[src/rtl/alu_seq_pkg.sv]
// alu_seq_pkg: shared types and constants for the ALU operation sequencer.
// Holds the sequencer state encoding, the bit positions inside the 5-bit
// ALU flag vector, and the ALU op-code values passed through by the sequencer.
package alu_seq_pkg;

  typedef enum logic [1:0] {
    IDLE  = 2'd0,
    ISSUE = 2'd1,
    RESP  = 2'd2
  } seq_state_e;

  // Bit positions inside alu_flags / rsp_flags
  localparam int FLG_PARITY = 4;
  localparam int FLG_OVF    = 3;
  localparam int FLG_GT     = 2;
  localparam int FLG_LT     = 1;
  localparam int FLG_EQ     = 0;

  // ALU op codes (carried through untouched by the sequencer)
  localparam logic [1:0] ALU_OP_ADD = 2'd0;
  localparam logic [1:0] ALU_OP_SUB = 2'd1;
  localparam logic [1:0] ALU_OP_AND = 2'd2;
  localparam logic [1:0] ALU_OP_CMP = 2'd3;

  // Width of the ALU latency down-counter
  localparam int LAT_CNT_W = 4;

endpackage

[src/rtl/alu_rr_arb2.sv]
// alu_rr_arb2: two-input round-robin arbiter.
// The grant is purely combinational from req_i and last_grant_q; on a tie the
// requester that did not win last time is granted. last_grant_q resets to 1 so
// requester 0 wins the first tie. The caller masks req_i when it cannot accept.
module alu_rr_arb2
  import alu_seq_pkg::*;
(
  input  logic       clk,
  input  logic       rst,
  input  logic [1:0] req_i,
  output logic [1:0] gnt_o
);

  logic last_grant_q;

  // Grant selection: single requester wins outright, a tie goes to the other side
  always_comb begin
    gnt_o = 2'b00;
    case (req_i)
      2'b01:   gnt_o = 2'b01;
      2'b10:   gnt_o = 2'b10;
      2'b11:   gnt_o = last_grant_q ? 2'b01 : 2'b10;
      default: gnt_o = 2'b00;
    endcase
  end

  // Remember who was granted so the next tie flips
  always_ff @(posedge clk or posedge rst) begin
    if (rst) begin
      last_grant_q <= 1'b1;
    end else if (|gnt_o) begin
      last_grant_q <= gnt_o[1];
    end
  end

endmodule

[src/rtl/alu_op_sequencer.sv]
// alu_op_sequencer: shares one ALU between two requesters.
// Round-robin arbitration in IDLE, operands held on the ALU for ALU_LAT cycles
// in ISSUE, result/flags captured and returned over a valid/ready channel in
// RESP. No arithmetic happens here; y and flags pass through untouched.
// Optional: define ALU_SEQ_STATS_EN to add per-requester op counters and a
// response-stall cycle counter (stat_ops0, stat_ops1, stat_stall).
module alu_op_sequencer
  import alu_seq_pkg::*;
#(
  parameter int WIDTH   = 8,
  parameter int ALU_LAT = 1
) (
  input  logic             clk,
  input  logic             rst,
  input  logic             req0_valid,
  output logic             req0_ready,
  input  logic [1:0]       req0_op,
  input  logic [WIDTH-1:0] req0_a,
  input  logic [WIDTH-1:0] req0_b,
  input  logic             req1_valid,
  output logic             req1_ready,
  input  logic [1:0]       req1_op,
  input  logic [WIDTH-1:0] req1_a,
  input  logic [WIDTH-1:0] req1_b,
  output logic [1:0]       alu_op,
  output logic [WIDTH-1:0] alu_a,
  output logic [WIDTH-1:0] alu_b,
  input  logic [WIDTH-1:0] alu_y,
  input  logic [4:0]       alu_flags,
  output logic             rsp_valid,
  input  logic             rsp_ready,
  output logic             rsp_id,
  output logic [WIDTH-1:0] rsp_y,
  output logic [4:0]       rsp_flags
`ifdef ALU_SEQ_STATS_EN
  ,
  output logic [15:0]      stat_ops0,
  output logic [15:0]      stat_ops1,
  output logic [15:0]      stat_stall
`endif
);

  // ISSUE lasts ALU_LAT cycles: the counter starts at ALU_LAT-1 and captures at 0
  localparam logic [LAT_CNT_W-1:0] LAT_INIT = LAT_CNT_W'(ALU_LAT - 1);

  seq_state_e           state_q, state_d;
  logic [LAT_CNT_W-1:0] lat_q, lat_d;
  logic [1:0]           alu_op_q, alu_op_d;
  logic [WIDTH-1:0]     alu_a_q, alu_a_d;
  logic [WIDTH-1:0]     alu_b_q, alu_b_d;
  logic                 id_q, id_d;
  logic                 rsp_valid_q, rsp_valid_d;
  logic                 rsp_id_q, rsp_id_d;
  logic [WIDTH-1:0]     rsp_y_q, rsp_y_d;
  logic [4:0]           rsp_flags_q, rsp_flags_d;

  logic                 accept_en;
  logic [1:0]           arb_req;
  logic [1:0]           gnt;

  // Requests are only offered to the arbiter while idle and out of reset
  assign accept_en = (state_q == IDLE) && !rst;
  assign arb_req   = {req1_valid, req0_valid} & {2{accept_en}};

  alu_rr_arb2 u_arb (
    .clk   (clk),
    .rst   (rst),
    .req_i (arb_req),
    .gnt_o (gnt)
  );

  assign req0_ready = gnt[0];
  assign req1_ready = gnt[1];

  // Next-state and datapath capture decisions for the IDLE/ISSUE/RESP sequence
  always_comb begin
    state_d     = state_q;
    lat_d       = lat_q;
    alu_op_d    = alu_op_q;
    alu_a_d     = alu_a_q;
    alu_b_d     = alu_b_q;
    id_d        = id_q;
    rsp_valid_d = rsp_valid_q;
    rsp_id_d    = rsp_id_q;
    rsp_y_d     = rsp_y_q;
    rsp_flags_d = rsp_flags_q;
    case (state_q)
      IDLE: begin
        if (|gnt) begin
          if (gnt[1]) begin
            alu_op_d = req1_op;
            alu_a_d  = req1_a;
            alu_b_d  = req1_b;
          end else begin
            alu_op_d = req0_op;
            alu_a_d  = req0_a;
            alu_b_d  = req0_b;
          end
          id_d    = gnt[1];
          lat_d   = LAT_INIT;
          state_d = ISSUE;
        end
      end
      ISSUE: begin
        if (lat_q != '0) begin
          lat_d = lat_q - 1'b1;
        end else begin
          rsp_y_d     = alu_y;
          rsp_flags_d = alu_flags;
          rsp_id_d    = id_q;
          rsp_valid_d = 1'b1;
          state_d     = RESP;
        end
      end
      RESP: begin
        // Retirement cycle never accepts: IDLE is entered on the next edge
        if (rsp_ready) begin
          rsp_valid_d = 1'b0;
          state_d     = IDLE;
        end
      end
      default: begin
        state_d = IDLE;
      end
    endcase
  end

  // State, operand and response registers; reset drops any in-flight op
  always_ff @(posedge clk or posedge rst) begin
    if (rst) begin
      state_q     <= IDLE;
      lat_q       <= '0;
      alu_op_q    <= '0;
      alu_a_q     <= '0;
      alu_b_q     <= '0;
      id_q        <= 1'b0;
      rsp_valid_q <= 1'b0;
      rsp_id_q    <= 1'b0;
      rsp_y_q     <= '0;
      rsp_flags_q <= '0;
    end else begin
      state_q     <= state_d;
      lat_q       <= lat_d;
      alu_op_q    <= alu_op_d;
      alu_a_q     <= alu_a_d;
      alu_b_q     <= alu_b_d;
      id_q        <= id_d;
      rsp_valid_q <= rsp_valid_d;
      rsp_id_q    <= rsp_id_d;
      rsp_y_q     <= rsp_y_d;
      rsp_flags_q <= rsp_flags_d;
    end
  end

  assign alu_op    = alu_op_q;
  assign alu_a     = alu_a_q;
  assign alu_b     = alu_b_q;
  assign rsp_valid = rsp_valid_q;
  assign rsp_id    = rsp_id_q;
  assign rsp_y     = rsp_y_q;
  assign rsp_flags = rsp_flags_q;

`ifdef ALU_SEQ_STATS_EN
  logic [15:0] stat_ops0_q, stat_ops1_q, stat_stall_q;

  // Wrapping counters: accepted ops per requester and back-pressured RESP cycles
  always_ff @(posedge clk or posedge rst) begin
    if (rst) begin
      stat_ops0_q  <= '0;
      stat_ops1_q  <= '0;
      stat_stall_q <= '0;
    end else begin
      if (req0_valid && req0_ready) stat_ops0_q <= stat_ops0_q + 16'd1;
      if (req1_valid && req1_ready) stat_ops1_q <= stat_ops1_q + 16'd1;
      if ((state_q == RESP) && !rsp_ready) stat_stall_q <= stat_stall_q + 16'd1;
    end
  end

  assign stat_ops0  = stat_ops0_q;
  assign stat_ops1  = stat_ops1_q;
  assign stat_stall = stat_stall_q;
`endif

endmodule

[config.mk]
export PLATFORM = sky130hd
export DESIGN_NAME = alu_op_sequencer
export DESIGN_NICKNAME = d
export VERILOG_FILES = /design/src/rtl/alu_seq_pkg.sv /design/src/rtl/alu_rr_arb2.sv /design/src/rtl/alu_op_sequencer.sv
export SDC_FILE = /design/constraint.sdc
export NUM_CORES = 1
export LEC_CHECK = 0
export BUFFER_PORTS_ARGS = -buffer_cell sky130_fd_sc_hd__buf_4
export CAP_MARGIN = 25
export CORE_MARGIN = 4
export CORE_UTILIZATION = 44
export CTS_CLUSTER_SIZE = 10
export DETAILED_ROUTE_END_ITERATION = 8
export PLACE_DENSITY = 0.76
export SLEW_MARGIN = 5
export SYNTH_ARGS = -nofsm -noshare
export SYNTH_HDL_FRONTEND = slang
export SYNTH_HIERARCHICAL = 1
export SYNTH_SLANG_ARGS = --single-unit
[constraint.sdc]
create_clock -name clk -period 3.3 [get_ports clk]
set_input_delay 0.165 -clock clk [delete_from_list [all_inputs] [get_ports clk]]
set_output_delay 0.165 -clock clk [all_outputs]
set_load 0.02 [all_outputs]
==> impl_metrics.toml, run 1 <==
[cells_and_area]
areaGrowthSynthToFinish_pct = 42.7
diodes = 0
fin_nets = 294
drive_gt1_share_pct = 65.5
post-route-util_pct = 67.1

[clock_network]
cts_resized = 0
cts_inserted_buffers = 5
clock_path_buffers = 2
root_buffer = "clkbuf_8"
cts_sinks = 41
path_clk_slew_ns = 0.07
clk_latency_ns = 0.29
cts_tree = "done"
htree_num_levels = 2

[worst_setup_path]
ff2ff_setup_slack_ns = 0.90
worst_setup_path_end_kind = "flip-flop"
worst_setup_path_start_kind = "flip-flop"
crit_arrival_ns = 2.56
cp.required_ns = 3.47
path_max_fanout = 12
cpMostUsedCell = "buf_4"
cpPeakStageDelay_ns = 0.52
critical_path_class = "reg2reg"
cp_slowest_cell = "dfrtp_1"
crit_chain = "nor3_1 -> and2_1 -> a21boi_2 -> buf_4 -> nor2_1 -> nor3_2 -> buf_4 -> mux2_2"

[logic_synthesis]
syn_avg_cell_area_um2 = 13.5
yosysSeqAreaShare_pct = 52.7
yosys.area.top_type_share_pct = 51.4
yosys_warnings = 6
synth_seq_cells = 41
syn_inst = 144
synth_area_um2 = 1950
ys_types = 27
synthTopCellsByArea = "dfrtp_1 (51%), mux2_2 (24%), mux2_4 (6.9%), mux2i_1 (1.5%), nor3_1 (1.5%)"
syn_nets = 200
netlist.top_cell.by_area = "dfrtp_1"

[grt]
grt_max_degree = 41
overflow = 0
grt_antenna_before_repair = 0
grt_usage_pct = 14.8
grt_pass1_vias = 1440
grt_first_pass_wirelength_um = 6330

[sta]
rsz0062_at_grt = "false"
tns_ns = 0
finalSetupViolCount = 0
fin_skew_ns = 0.0101
timing.final.crit_share_pct = 72.6
worst_pin_slew_ns = 0.484
fmax_mhz = 417
finalHoldViolations = 0
fin_ws_ns = 0.904
slew_headroom_pct = 67.7
maxSlewViolCount = 0
post-route-min-period_ns = 2.40

[floorplanning]
core_area_um2 = 4140
ioPinCount = 89
die-height_um = 74.5
initial_core_util_pct = 47.0
dieArea_um2 = 5560
fp-row-count = 23
die_w_um = 74.5

[min_path]
hold_path.class = "in2reg"

[placement]
port_buffers = 88
hpwl_um = 3080
gp_congestion = 0.782
pre_cts_slack_ns = 0.878

[detailed_routing]
drt_iter0_drc = 35
wl_per_cell_um = 13.8
dr.pass1.iters = 4
ant_nets = 0
routed_wl_um = 3960
route.detailed.drc = 0
viasPerCell = 4.99
route.vias.total = 1436

[power]
pwr_density_cell_nw_per_um2 = 949
ir_drop_uv = 534
power_leakage_nw = 1.35
total_power_mw = 2.64

[outcome]
status = "finished clean"

[job]
max_cap_violations = 0
## state kept, by name, summed over array words and instances (netlist names)
signal / count
lat_q: 4
state_q: 2
id_q: 1
alu_b: 8
alu_op: 2
rsp_flags: 5
u_arb/last_grant_q: 1
rsp_id: 1
rsp_valid: 1
alu_a: 8
rsp_y: 8
## per-layer routing
| layer | vias up | wire length, µm | GRT usage (%) | share of wire [%] |
|---|---|---|---|---|
| li1 | 690 | - | - | - |
| met1 | 670 | 1640 | 18.1 | 41 |
| met2 | 71 | 1740 | 23.6 | 44 |
| met3 | 5 | 554 | 7.84 | 14 |
| met4 | 0 | 29 | 2.96 | 0.73 |
| met5 | - | 0 | 0 | 0 |
## synthesized netlist by cell type
master / instances
nor3_1: 6
and2_1: 2
nor3b_1: 1
a211o_1: 1
buf_1: 1
ha_1: 2
mux2_4: 9
nand2_1: 4
inv_1: 7
buf_6: 1
nand2_2: 1
mux2i_1: 3
nor4b_4: 1
a22o_1: 1
nor2_1: 5
buf_2: 3
clkbuf_1: 2
a21boi_1: 1
dfstp_2: 1
mux2_2: 41
o21ai_0: 3
nand3b_1: 1
o31ai_1: 2
or2_2: 1
a21boi_0: 1
dfrtp_1: 40
a21oi_1: 3
## logic make-up after synthesis
family	count (synthesis)	share of synthesized area, %
simple gates	22	6.55
fa+ha+maj	2	1.28
flops	41	52.7
buf+inv	14	3.28
mux	53	32.2
compound gates	12	3.98
## final timing paths
kind | endpoint | depth (start not counted) | startpoint
max | alu_b[2] | 8 | state_q[1]
min in group asynchronous | u_arb/last_grant_q | 3 | rst
max reg2reg | alu_b[2] | 8 | state_q[1]
min | state_q[1] | 2 | rsp_ready
max in group asynchronous | alu_a[0] | 4 | rst
min reg2reg | id_q | 1 | id_q
## placed cells by master (no fill, tap or decap)
cell	synthesis	layout
a21boi_2	0	1
nor4b_4	1	1
nor3_1	6	5
nand2_2	1	1
nor3b_1	1	1
or2_2	1	1
inv_1	7	7
nand2_1	4	4
dfrtp_1	40	40
o31ai_1	2	2
clkbuf_8	0	6
ha_1	2	2
mux2_2	41	41
dlygate4sd3_1	0	1
nor2_1	5	5
clkinvlp_4	0	1
mux2i_1	3	3
a21oi_1	3	3
nand3b_1	1	1
nor3_2	0	1
a211o_1	1	1
a22o_1	1	1
and2_1	2	2
mux2_4	9	9
buf_4	0	93
o21ai_0	3	3
a21boi_1	1	1
dfstp_2	1	1
## critical path: cells and delay by family, from the launching register on
family / cells / cell delay, ns
AND/OR/NAND/NOR: 4 / 0.77
flip-flops: 1 / 0.52
buffers and inverters: 2 / 0.44
multiplexers: 1 / 0.35
AO/OA/AOI/OAI: 1 / 0.19
## area by class of cell
type / count / area, µm²
Inverter: 7 / 26.3
Tap cell: 50 / 62.6
Sequential cell: 41 / 1030
Clock inverter: 1 / 7.51
Multi-Input combinational cell: 89 / 866
Clock buffer: 6 / 82.6
Timing Repair Buffer: 94 / 708
Fill cell: 335 / 1360
## where the power goes
part | switching [mW] | internal (mW)
Sequential | 0.182 | 0.763
Combinational | 0.632 | 0.738
Clock | 0.157 | 0.165
## repair_timing
action / 4_1_cts / 5_1_grt
hold buffers: 1 / 0
hold endpoints to repair: 1 / 0
buffers inserted: 0 / 0
## stage by stage
step	instance area [µm²]	cells	hold WS (ns)
after floorplan	1950	144	0.0547
after global placement	2680	280	0.186
after detailed placement	2680	280	0.188
after CTS	2780	288	0.0690
after global routing	2780	288	0.0606
final	2780	288	0.0762
Power figures use the tool's default switching activity.
==> run 2: changes to the inputs <==
Clock period 3.3 ns to 2.35 ns, I/O delays scaled along.
==> impl_metrics.toml, run 2 (synthesis gave the netlist of run 1 again) <==
[grt]
grt_max_degree = 36
met3_usage_pct = 7.03
grt_first_pass_wirelength_um = 6730
grt_usage_pct = 15.8
grt_pass1_vias = 1457
overflow = 0
grtUsageMet1_pct = 19.1
busiest_layer = "met2"
grt_antenna_before_repair = 0
use_met2_pct = 26.0

[sta]
tns_ns = 0
fmax_mhz = 472
timing.final.crit_share_pct = 90.2
rsz0062_at_grt = "false"
finalHoldViolations = 0
maxSlewViolCount = 0
worst_pin_slew_ns = 0.528
post-route-min-period_ns = 2.12
worst_hold_slack_ns = 0.0412
finalSetupViolCount = 0
slew_headroom_pct = 64.5
fin_skew_ns = 0.0116

[worst_setup_path]
r2r_cells = 7
cp.required_ns = 2.52
critical_path_class = "in2reg"
path_max_fanout = 20
worstReg2RegEnd = "alu_op[1]"
ff2ff_setup_slack_ns = 0.32
crit_arrival_ns = 2.29
worst_setup_path_start_kind = "input pin"
worst_setup_path_end_kind = "flip-flop"
timing.rr.start = "state_q[0]"

[cells_and_area]
diodes = 0
fillCellCount = 328
fin_nets = 295
drive_gt1_share_pct = 66.3
layout_commonest_cell = "buf_4"
multi_input_area_um2 = 870
register_area_um2 = 1030
layout_common_cells = "buf_4 (94), mux2_2 (41), dfrtp_1 (40), mux2_4 (9), inv_1 (7)"
areaGrowthSynthToFinish_pct = 44.8

[clock_network]
clock_path_buffers = 2
cts_resized = 0
cts_tree = "done"
root_buffer = "clkbuf_8"
clk_latency_ns = 0.29
cts_sinks = 41
cts_inserted_buffers = 5
path_clk_slew_ns = 0.08
htree_num_levels = 2

[power]
ir_drop_uv = 840
power_leakage_nw = 1.37
pwr_density_cell_nw_per_um2 = 1370

[floorplanning]
initial_core_util_pct = 47.0
ioPinCount = 89
die-height_um = 74.5
fp-row-count = 23
dieArea_um2 = 5560
core_area_um2 = 4140
die_w_um = 74.5

[placement]
hpwl_um = 3310
gp_congestion = 0.787
port_buffers = 88

[min_path]
min-delay-start = "rsp_ready"
min_delay_path_depth = 2
hold_end = "state_q[1]"
hold_path.class = "in2reg"

[job]
max_cap_violations = 0

[outcome]
status = "finished clean"

[detailed_routing]
routed_wl_um = 4240
ant_nets = 0
dr.pass1.iters = 4
route.detailed.drc = 0
route.vias.total = 1427
viasPerCell = 4.92
drt_iter0_drc = 23
wl_per_cell_um = 14.6
run 2: changes by cell type in the layout (fill, tap and decap cells not counted), sizes merged:
cell / change
buf: +1
bufinv: +1
run 2: how the worst max path moves through the flow:
stage | depth (start not counted) | slack [ns] | endpoint | from
2_1_floorplan | 7 | 0.06 | alu_a[0] | state_q[1]
3_3_place_gp | 7 | 0.41 | alu_b[5] | state_q[0]
3_5_place_dp | 7 | 0.32 | alu_b[2] | state_q[0]
4_1_cts | 9 | 0.22 | alu_b[2] | rst
5_1_grt | 9 | 0.06 | alu_b[2] | rst
6_report | 9 | 0.23 | alu_op[1] | rst
run 2: critical path, stage by stage:
cell and delay (ns):
dlygate4sd3_1 0.54, buf_4 0.15, nor3_1 0.16, and2_1 0.21
a21boi_2 0.24, nor2_1 0.10, nor3_2 0.10, buf_4 0.29
mux2_2 0.37
run 2: repair_timing:
| item | CTS | global route |
|---|---|---|
| hold buffers | 1 | 0 |
| endpoints found under the hold margin | 6 | 0 |
| setup buffers | 0 | 0 |
run 2: routing by layer:
| metal | wire length, µm | up-vias |
|---|---|---|
| li1 | - | 693 |
| met1 | 1610 | 660 |
| met2 | 2030 | 66 |
| met3 | 536 | 8 |
| met4 | 57 | 0 |
| met5 | 0 | - |
run 2: area by class of cell:
type	count	area share, %
inverters	7	0.931
repair buffers	95	25.4
clock inverters	2	1.33
multi-input cells	89	30.8
flip-flops and latches	41	36.4
clock buffers	6	2.93
well taps	50	2.22
run 2: metrics by stage:
step           utilization [%]  setup slack (ns)  instance area (µm²)  std cells  power, mW
2_1_floorplan                -            0.0604                 1960        144       2.56
3_3_place_gp              64.9             0.407                 2690        281       3.28
3_5_place_dp              64.9             0.316                 2690        281       3.32
4_1_cts                   68.1             0.223                 2820        290       3.91
5_1_grt                   68.1            0.0607                 2820        290       4.13
6_report                  68.1             0.230                 2820        290       3.87
run 2: report_power, final:
group	switching (mW)	leakage (nW)	internal (mW)
sequential	0.215	0.489	1.07
combinational	0.946	0.827	1.05
clock	0.240	0.0574	0.345
total	1.40	1.37	2.47
==> run 3: changes to the inputs <==
Settings changed: PLACE_DENSITY 0.76 to 0.75, SYNTH_HIERARCHICAL 1 to not set.
==> impl_metrics.toml, run 3 <==
[detailed_routing]
routed_wl_um = 5610
wl_per_cell_um = 17.6
route.detailed.drc = 0
drt_iter0_drc = 145
dr.pass1.iters = 5
ant_nets = 0
viasPerCell = 5.81
route.vias.total = 1854

[sta]
finalHoldViolations = 0
timing.final.crit_share_pct = 80.7
fmax_mhz = 527
maxSlewViolCount = 0
fin_ws_ns = 0.454
rsz0062_at_grt = "false"
fin_skew_ns = 0.00805
worst_hold_slack_ns = 0.0242
tns_ns = 0
post-route-min-period_ns = 1.90
worst_pin_slew_ns = 0.669
slew_headroom_pct = 55.2
finalSetupViolCount = 0

[min_path]
min_delay_path_depth = 2
hold_path.class = "in2reg"
min-delay-start = "rsp_ready"
hold_end = "state_q[1]"

[cells_and_area]
layout_commonest_cell = "buf_4"
post-route-util_pct = 63.9
areaGrowthSynthToFinish_pct = 39.3
fin_cells = 319
diodes = 0
drive_gt1_share_pct = 45.3
fin_area_um2 = 2820
layout_common_cells = "buf_4 (94), dfrtp_1 (40), o31ai_1 (19), nand4_1 (19), a21oi_1 (19)"
fin_nets = 321

[clock_network]
cts_sinks = 41
clk_latency_ns = 0.29
cts_tree = "done"
htree_num_levels = 2
cts_inserted_buffers = 5
root_buffer = "clkbuf_8"
clock_path_buffers = 2
cts_resized = 0
path_clk_slew_ns = 0.08
postCtsSetupBuffers = 0

[placement]
dp_cells = 310
gp_congestion = 0.798
dpl_cell_area_um2 = 2700
hpwl_um = 4070
pre_cts_slack_ns = 0.695
port_buffers = 88

[logic_synthesis]
synth_seq_cells = 41
yosys_warnings = 0
yosys.area.top_type_share_pct = 49.4
async_flop_share_pct = 100
synth.most_common_cell = "dfrtp_1"
synthTopCellsByCount = "dfrtp_1 (40), a21oi_1 (19), nand4_1 (19), o31ai_1 (19), a31oi_1 (18)"
syn_nets = 236
ys_types = 36
synthTopCellsByArea = "dfrtp_1 (49%), o31ai_1 (7.0%), mux2_4 (5.9%), nand4_1 (5.9%), a31oi_1 (5.6%)"
netlist.top_cell.by_area = "dfrtp_1"
yosysSeqAreaShare_pct = 50.7
syn_avg_cell_area_um2 = 11.2
synth_area_um2 = 2030
synthFlopType = "dfrtp_1"
syn_inst = 181
synth_edf_count = 0

[outcome]
status = "finished clean"

[floorplanning]
ioPinCount = 89
die-height_um = 75.9
fp-row-count = 24
dieArea_um2 = 5750
die_w_um = 75.9
initial_core_util_pct = 45.9
core_area_um2 = 4410

[worst_setup_path]
r2r_cells = 4
ff2ff_setup_slack_ns = 0.69
path_max_fanout = 13
worstReg2RegEnd = "alu_a[2]"
timing.rr.start = "state_q[1]"
cp_slowest_cell = "dfrtp_1"
cp_num_buf_inv = 2
critical_path_class = "reg2out"
worst_setup_path_start_kind = "flip-flop"
cp.required_ns = 2.23
cpPeakStageDelay_ns = 0.47
crit_chain = "nor3_4 -> nand3_1 -> inv_1 -> nor3_1 -> buf_4"
worst_setup_path_end_kind = "output pin"
crit_arrival_ns = 1.78
cp_top_family = "simple AND/OR/NAND/NOR gates"

[grt]
grt_antenna_before_repair = 0
grt_first_pass_wirelength_um = 8380
grt_pass1_vias = 1721
grt_max_degree = 26
overflow = 0
grt_usage_pct = 19.4

[power]
ir_drop_uv = 744
p_sw_mw = 1.46
total_power_mw = 3.75
power_leakage_nw = 1.29
intPower_mw = 2.28
pwr_density_cell_nw_per_um2 = 1330
swShare_pct = 39.1
seq_power_share_pct = 34.2
clockPowerShare_pct = 15.6
p_comb_share_pct = 50.2

[job]
max_cap_violations = 0
-- run 3: cell count changes after synthesis, moves of 16 or more --
cell / before / now
o31ai_1: 2 / 19
a21oi_1: 3 / 19
nand4_1: 0 / 19
mux2_2: 41 / 6
a31oi_1: 0 / 18
-- run 3: cell families after synthesis --
logic type | synth area share [%]
multiplexers | 9.76
buffers and inverters | 6.24
AND/OR/NAND/NOR | 12.7
flip-flops | 50.7
adder cells (fa/ha/maj) | 0.618
AO/OA/AOI/OAI | 20.0
-- run 3: area by class of cell --
type	count	area, µm²
inverters	7	26.3
flip-flops and latches	41	1030
multi-input cells	116	872
clock inverters	1	30.0
fillers	361	1590
repair buffers	95	716
well taps	52	65.1
clock buffers	7	86.3
-- run 3: power by group through the flow --
stage,Combinational (mW),Sequential (mW),Clock [mW]
floorplan,0.865,1.61,0
global placement,1.86,1.28,0
detailed placement,1.89,1.29,0
CTS,1.90,1.28,0.599
global route,2.04,1.32,0.624
finish,1.88,1.28,0.586
-- run 3: worst max path at each step --
| stage | start | endpoint | slack [ns] | depth (start not counted) |
|---|---|---|---|---|
| floorplan | state_q[1] | req1_ready | 0.73 | 3 |
| global placement | state_q[1] | alu_a[2] | 0.76 | 4 |
| detailed placement | state_q[1] | alu_b[0] | 0.69 | 4 |
| CTS | state_q[1] | req1_ready | 0.45 | 5 |
| global route | state_q[1] | req1_ready | 0.32 | 5 |
| finish | state_q[1] | req1_ready | 0.45 | 5 |
-- run 3: what timing repair did --
item                                    4_1_cts  5_1_grt
hold buffers                                  1        0
endpoints found under the setup margin        0        0
hold endpoints to repair                     17        0
-- run 3: routing by layer --
| metal | track usage (%) | wire length [µm] | vias to the layer above |
|---|---|---|---|
| li1 | - | - | 866 |
| met1 | 25.7 | 2180 | 906 |
| met2 | 31.5 | 2930 | 77 |
| met3 | 4.22 | 417 | 5 |
| met4 | 6.41 | 78 | 0 |
| met5 | 0 | 0 | - |
